<file path="config.mk">
export PLATFORM = sky130hd
export DESIGN_NAME = alu_share_arbiter
export DESIGN_NICKNAME = d
export VERILOG_FILES = /design/src/rtl/alu_share_arbiter_pkg.sv /design/src/rtl/alu_share_arbiter_rr_arbiter2.sv /design/src/rtl/alu_share_arbiter.sv
export SDC_FILE = /design/constraint.sdc
export NUM_CORES = 1
export LEC_CHECK = 0
export CAP_MARGIN = 20
export CORE_AREA = 3 3 213 215
export CTS_CLUSTER_SIZE = 40
export DETAILED_ROUTE_END_ITERATION = 10
export DIE_AREA = 0 0 216 218
export GPL_TIMING_DRIVEN = 0
export PLACE_DENSITY_LB_ADDON = 0.12
export REMOVE_ABC_BUFFERS = 1
export SYNTH_ARGS = -nofsm -noshare
export SYNTH_HDL_FRONTEND = slang
export SYNTH_SLANG_ARGS = --single-unit
export TNS_END_PERCENT = 10
</file>
<file path="constraint.sdc">
create_clock -name in_clk -period 3.5 [get_ports in_clk]
set_input_delay 0.7 -clock in_clk [delete_from_list [all_inputs] [get_ports in_clk]]
set_output_delay 0.7 -clock in_clk [all_outputs]
set_load 0.1 [all_outputs]
</file>
<file path="src/rtl/alu_share_arbiter_pkg.sv">
// Shared definitions for the two-requester ALU sharing block.
// Holds the ALU opcode map, FSM state encoding and default bus widths.
package alu_share_arbiter_pkg;

  localparam int DATA_W = 64;
  localparam int OP_W   = 4;
  localparam int FMT_W  = 2;
  localparam int FLAG_W = 5;

  localparam logic [3:0] ALU_ADD  = 4'b0000;
  localparam logic [3:0] ALU_AND  = 4'b0001;
  localparam logic [3:0] ALU_OR   = 4'b0010;
  localparam logic [3:0] ALU_XOR  = 4'b0011;
  localparam logic [3:0] ALU_SLT  = 4'b0100;
  localparam logic [3:0] ALU_SLTU = 4'b0101;
  localparam logic [3:0] ALU_SLL  = 4'b0110;
  localparam logic [3:0] ALU_SRL  = 4'b0111;
  localparam logic [3:0] ALU_MOV  = 4'b1000;
  localparam logic [3:0] ALU_I2F  = 4'b1001;
  localparam logic [3:0] ALU_SUB  = 4'b1010;
  localparam logic [3:0] ALU_NOP  = 4'b1111;

  localparam logic [0:0] ST_IDLE = 1'b0;
  localparam logic [0:0] ST_HOLD = 1'b1;

endpackage

</file>
<file path="src/rtl/alu_share_arbiter_rr_arbiter2.sv">
// Two-way round-robin grant: a lone valid wins, a tie goes to the requester
// that did not win last. Purely combinational.
module rr_arbiter2 (
  input  logic [1:0] req_vld_i,
  input  logic       last_grant_i,
  output logic       gnt_vld_o,
  output logic       gnt_id_o
);

  always_comb begin
    gnt_vld_o = |req_vld_i;
    gnt_id_o  = 1'b0;
    if (&req_vld_i) begin
      gnt_id_o = ~last_grant_i;
    end else if (req_vld_i[1]) begin
      gnt_id_o = 1'b1;
    end
  end

endmodule

</file>
<file path="src/rtl/alu_share_arbiter.sv">
// Round-robin share of one combinational ALU between two requesters; result
// registered 1 cycle after accept and held until its owner takes it.
module alu_share_arbiter
  import alu_share_arbiter_pkg::*;
#(
  parameter int DATA_WIDTH = DATA_W,
  parameter int OP_WIDTH   = OP_W,
  parameter int FMT_WIDTH  = FMT_W,
  parameter int FLAG_WIDTH = FLAG_W
) (
  input  logic                  in_clk,
  input  logic                  in_rst_n,
  input  logic                  in_flush,

  input  logic                  in_req0_valid,
  output logic                  out_req0_ready,
  input  logic [DATA_WIDTH-1:0] in_req0_rs1,
  input  logic [DATA_WIDTH-1:0] in_req0_rs2,
  input  logic [OP_WIDTH-1:0]   in_req0_op,
  input  logic [FMT_WIDTH-1:0]  in_req0_fmt,
  input  logic                  in_req0_ashift,

  input  logic                  in_req1_valid,
  output logic                  out_req1_ready,
  input  logic [DATA_WIDTH-1:0] in_req1_rs1,
  input  logic [DATA_WIDTH-1:0] in_req1_rs2,
  input  logic [OP_WIDTH-1:0]   in_req1_op,
  input  logic [FMT_WIDTH-1:0]  in_req1_fmt,
  input  logic                  in_req1_ashift,

  output logic [DATA_WIDTH-1:0] out_alu_rs1,
  output logic [DATA_WIDTH-1:0] out_alu_rs2,
  output logic [OP_WIDTH-1:0]   out_alu_op,
  output logic [FMT_WIDTH-1:0]  out_alu_fmt,
  output logic                  out_alu_ashift,
  input  logic [DATA_WIDTH-1:0] in_alu_data,
  input  logic [FLAG_WIDTH-1:0] in_alu_flag,

  output logic                  out_resp0_valid,
  input  logic                  in_resp0_ready,
  output logic                  out_resp1_valid,
  input  logic                  in_resp1_ready,
  output logic [DATA_WIDTH-1:0] out_resp_data,
  output logic [FLAG_WIDTH-1:0] out_resp_flag
);

  logic [0:0]            state_q, state_d;
  logic                  owner_q, owner_d;
  logic                  last_grant_q, last_grant_d;
  logic [DATA_WIDTH-1:0] data_q, data_d;
  logic [FLAG_WIDTH-1:0] flag_q, flag_d;

  logic gnt_vld, gnt_id;
  logic resp_fire, can_accept, accept;

  rr_arbiter2 u_rr (
    .req_vld_i    ({in_req1_valid, in_req0_valid}),
    .last_grant_i (last_grant_q),
    .gnt_vld_o    (gnt_vld),
    .gnt_id_o     (gnt_id)
  );

  // Only the owner's ready frees the holding register; the other one is ignored.
  assign resp_fire  = (state_q == ST_HOLD) & (owner_q ? in_resp1_ready : in_resp0_ready);
  assign can_accept = ((state_q == ST_IDLE) | resp_fire) & ~in_flush;
  assign accept     = gnt_vld & can_accept;

  assign out_req0_ready = accept & ~gnt_id;
  assign out_req1_ready = accept &  gnt_id;

  assign out_resp0_valid = (state_q == ST_HOLD) & ~owner_q;
  assign out_resp1_valid = (state_q == ST_HOLD) &  owner_q;
  assign out_resp_data   = data_q;
  assign out_resp_flag   = flag_q;

  always_comb begin
    out_alu_rs1    = '0;
    out_alu_rs2    = '0;
    out_alu_op     = OP_WIDTH'(ALU_NOP);
    out_alu_fmt    = '0;
    out_alu_ashift = 1'b0;
    if (gnt_vld) begin
      out_alu_rs1    = gnt_id ? in_req1_rs1    : in_req0_rs1;
      out_alu_rs2    = gnt_id ? in_req1_rs2    : in_req0_rs2;
      out_alu_op     = gnt_id ? in_req1_op     : in_req0_op;
      out_alu_fmt    = gnt_id ? in_req1_fmt    : in_req0_fmt;
      out_alu_ashift = gnt_id ? in_req1_ashift : in_req0_ashift;
    end
  end

  always_comb begin
    state_d      = state_q;
    owner_d      = owner_q;
    last_grant_d = last_grant_q;
    data_d       = data_q;
    flag_d       = flag_q;
    if (in_flush) begin
      state_d = ST_IDLE;
      data_d  = '0;
      flag_d  = '0;
    end else if (accept) begin
      state_d      = ST_HOLD;
      owner_d      = gnt_id;
      last_grant_d = gnt_id;
      data_d       = in_alu_data;
      flag_d       = in_alu_flag;
    end else if (resp_fire) begin
      state_d = ST_IDLE;
    end
  end

  always_ff @(posedge in_clk or negedge in_rst_n) begin
    if (!in_rst_n) begin
      state_q      <= ST_IDLE;
      owner_q      <= 1'b0;
      last_grant_q <= 1'b1;
      data_q       <= '0;
      flag_q       <= '0;
    end else begin
      state_q      <= state_d;
      owner_q      <= owner_d;
      last_grant_q <= last_grant_d;
      data_q       <= data_d;
      flag_q       <= flag_d;
    end
  end

endmodule

</file>
==> results.md <==
* Layout cells sized above 1 at 10.8%
* Row count at 77
* Largest vdd supply drop at 0.257 mV
* Final ANT Viol Nets at 0
* Startpoint types: primary input
* Most used DFF post-synth: dfrtp_1
* Synth Area per Inst at 6.57 um2
* # IOs at 554
* Ys Warns at 0
* TritonCTS buffer count at 9
* Failing checks: negative setup slack
* P_int at 2670 uW
* Clk pin slew, worst setup/hold paths at 60 ps
* Total die area at 0.0471 mm2
* Clock group share of total power at 15.4%
* Kind of critical path: in2out
* Final Net Count at 1848
* H-tree depth at 3
* Final hold violation count at 0
* Met2 Use GR at 34.7%
* R2R setup slack at 1350 ps
* Final setup violation count at 8
* CTS Sinks at 72
* Unique masters post-synth at 32
* Wire per inst at 24.9 um
* Pin count of the biggest net entering global routing at 94
* Clock Skew at 12.1 ps
* Met3 usage at 7.37%
* Die X-Extent at 216 um
* P_sw at 3740 uW
* Cells after synthesis at 1028
* Residual DRC at 0
* Required time worst endpoint at 2800 ps
* Top cells by area, synth: dfrtp_1, nand3_1, nand2_1, nor4b_1, a31oi_1
* Synth top area share at 26.3%
* Register area share after synthesis at 26.7%
* Class of the worst hold path: in2async
* RSZ-0062 raised after global routing: yes
* Post-DP Area at 0.0130 mm2
* Total number of vias at 9736
* Fillers at 4774
* EDFF count, synth at 0
* Port Buffers at 553
* Grt met1 use at 26.1%
* Top Usage Layer GRT: met2
* HPWL after DPL at 37.9 mm
* CTS tree: built
* Synth Register Bits at 72
* Vias in the first global route at 9305
* Tightest Pin Transition at 1100 ps
* Combinational power share at 68.3%
* GPL Wtd Cong at 0.842
* Period utilisation layout at 103%
* WL final at 52.5 mm
* DR iter-0 viols at 737
* CP Capture Type: primary output
* Area Growth Syn to Fin at 99.4%
* Yosys top cell by area: dfrtp_1
* Initial Util at 15.4%
* Vias/cell at 4.61
* Switching share of power at 58.3%
* DRT Pass-1 Iters at 5
* Clk_lat worst skew at 350 ps
* Min Tclk post-route at 3600 ps
* Core area at 0.0439 mm2
* Register area at 0.00180 mm2
* Die H at 218 um
* Max FO, Critical Path at 55
* Multi-input logic area at 0.00441 mm2
* Gr usage total at 21.1%
* Synthesized area at 0.00675 mm2
* Total gr overflow at 0
* Slew margin rel. at 26.9%
* Initial antenna violation count at 19
* Reg power frac at 16.3%
* Post-CTS Hold Fix Bufs at 0
* Hold slack at 298 ps
* Setup slack after layout at -103 ps
* # Max-Cap Violations at 0
* Clock Path Buffers at 2
* First-pass GRT wire length at 72.6 mm
* Root Driver: clkbuf_16
* Max Fclk at 0.278 GHz
* Power Density at 476 mW/mm2
* Final instance area at 0.0135 mm2
* WP data arrival at 2900 ps
* Placement Setup Slack at -1760 ps
* Max-slew violations at 0
* FFs w/ async S/R, synth at 100%
* Lkg Pwr at 0.00533 uW
* Run status: finished, violations left
[cell type report]
| type | instances | area share [%] |
|---|---|---|
| multi-input combinational | 832 | 32.8 |
| inverter | 3 | 0.102 |
| sequential | 72 | 13.4 |
| tap | 592 | 5.50 |
| timing repair buffer | 584 | 45.8 |
| clock inverter | 5 | 0.418 |
| clock buffer | 11 | 1.80 |
| antenna | 13 | 0.242 |
[Yosys cell counts, types with 2 or more instances]
library cell and n:
o21ai_1 72, nand2_1 267, buf_6 12, mux2i_1 4
nor2_1 4, buf_1 14, nand3_1 202, inv_1 3
o21ai_0 60, a31oi_1 69, nor4b_1 69, o31ai_1 2
buf_2 28, dfrtp_1 71, buf_4 3, clkbuf_2 4
clkbuf_1 61, nand4_1 3, nand4b_1 2, nor2b_1 66
[metal layers]
| metal | wire length, um | vias to the layer above |
|---|---|---|
| li1 | - | 4594 |
| met1 | 21500 | 4703 |
| met2 | 25400 | 386 |
| met3 | 4660 | 41 |
| met4 | 865 | 12 |
| met5 | 77 | - |
[per-stage QoR]
stage	TNS [ps]	cells	util [%]	power, uW
after floorplan	-440980	906	-	3840
final	-384	2112	30.7	6410
after global routing	-1070	2106	30.6	6630
after CTS	-2100	2099	30.5	6450
after global placement	-3091360	2051	28.3	5420
after detailed placement	-163330	2072	29.5	5430
[cell families (layout without fill, tap and decap cells)]
family	Yosys count	after routing	share of synthesized area, %
AOI/OAI and AO/OA	208	208	17.1
other	0	13	0
and+or+nand+nor	617	618	46.1
buffers and inverters	125	603	9.04
muxes	6	6	1.02
DFF	72	72	26.7
[power by group through the flow]
stage | sequential (uW) | combinational, uW | clock [uW]
after global placement | 1050 | 4370 | 0
final | 1040 | 4380 | 988
after global routing | 1060 | 4530 | 1040
after detailed placement | 1060 | 4380 | 0
after CTS | 1050 | 4380 | 1020
after floorplan | 1790 | 2040 | 0
[flip-flops by register name, indices dropped and copies added, names as in the netlist]
| name | flops |
|---|---|
| out_resp_flag | 5 |
| owner_q | 1 |
| state_q | 1 |
| out_resp_data | 64 |
| last_grant_q | 1 |
[placed cells by master, fill, tap and decap left out, types with 4 or more instances in the layout]
cell type and n:
o21ai_0 49, buf_6 34, nand3_1 202, diode_2 13, clkdlybuf4s15_1 13, clkbuf_2 19
a31oi_1 69, nand2_1 266, dlygate4sd2_1 27, clkbuf_4 8, o21ai_1 79, clkbuf_16 9
clkdlybuf4s15_2 15, buf_16 15, buf_4 16, nor2b_1 65, o21ai_2 4, nor2_1 4
dfrtp_1 71, clkdlybuf4s50_1 412, buf_12 7, bufbuf_16 7, buf_2 10, nor4b_1 69
[path summary, 6_finish.rpt]
| path | startpoint | end | cells past startpoint |
|---|---|---|---|
| setup / recovery | in_req0_valid | out_alu_rs1[36] | 9 |
| hold / removal | in_rst_n | out_resp_data[26]$_DFFE_PN0P_ | 1 |
| setup reg to reg | owner_q$_DFFE_PN0P_ | out_resp_data[54]$_DFFE_PN0P_ | 6 |
| hold reg to reg | out_resp_data[2]$_DFFE_PN0P_ | out_resp_data[2]$_DFFE_PN0P_ | 2 |
| max in group asynchronous | in_rst_n | out_resp_data[44]$_DFFE_PN0P_ | 2 |
| min in group in_clk | out_resp_data[2]$_DFFE_PN0P_ | out_resp_data[2]$_DFFE_PN0P_ | 2 |
[critical path: stages]
cell and delay [ps]:
buf_16 190, buf_16 200, a21boi_4 210, buf_12 160, buf_16 160, buf_12 200, nand2_1 70, o21ai_0 70
clkdlybuf4s15_1 890
[what timing repair did]
item,in CTS,in global routing
pin swaps,2,1
gates cloned,8,0
buffers inserted,5,0
hold endpoints to repair,0,0
gates resized for setup,523,96
endpoints found under the setup margin,137,84
Note: power is estimated with default switching activity, not from simulation.
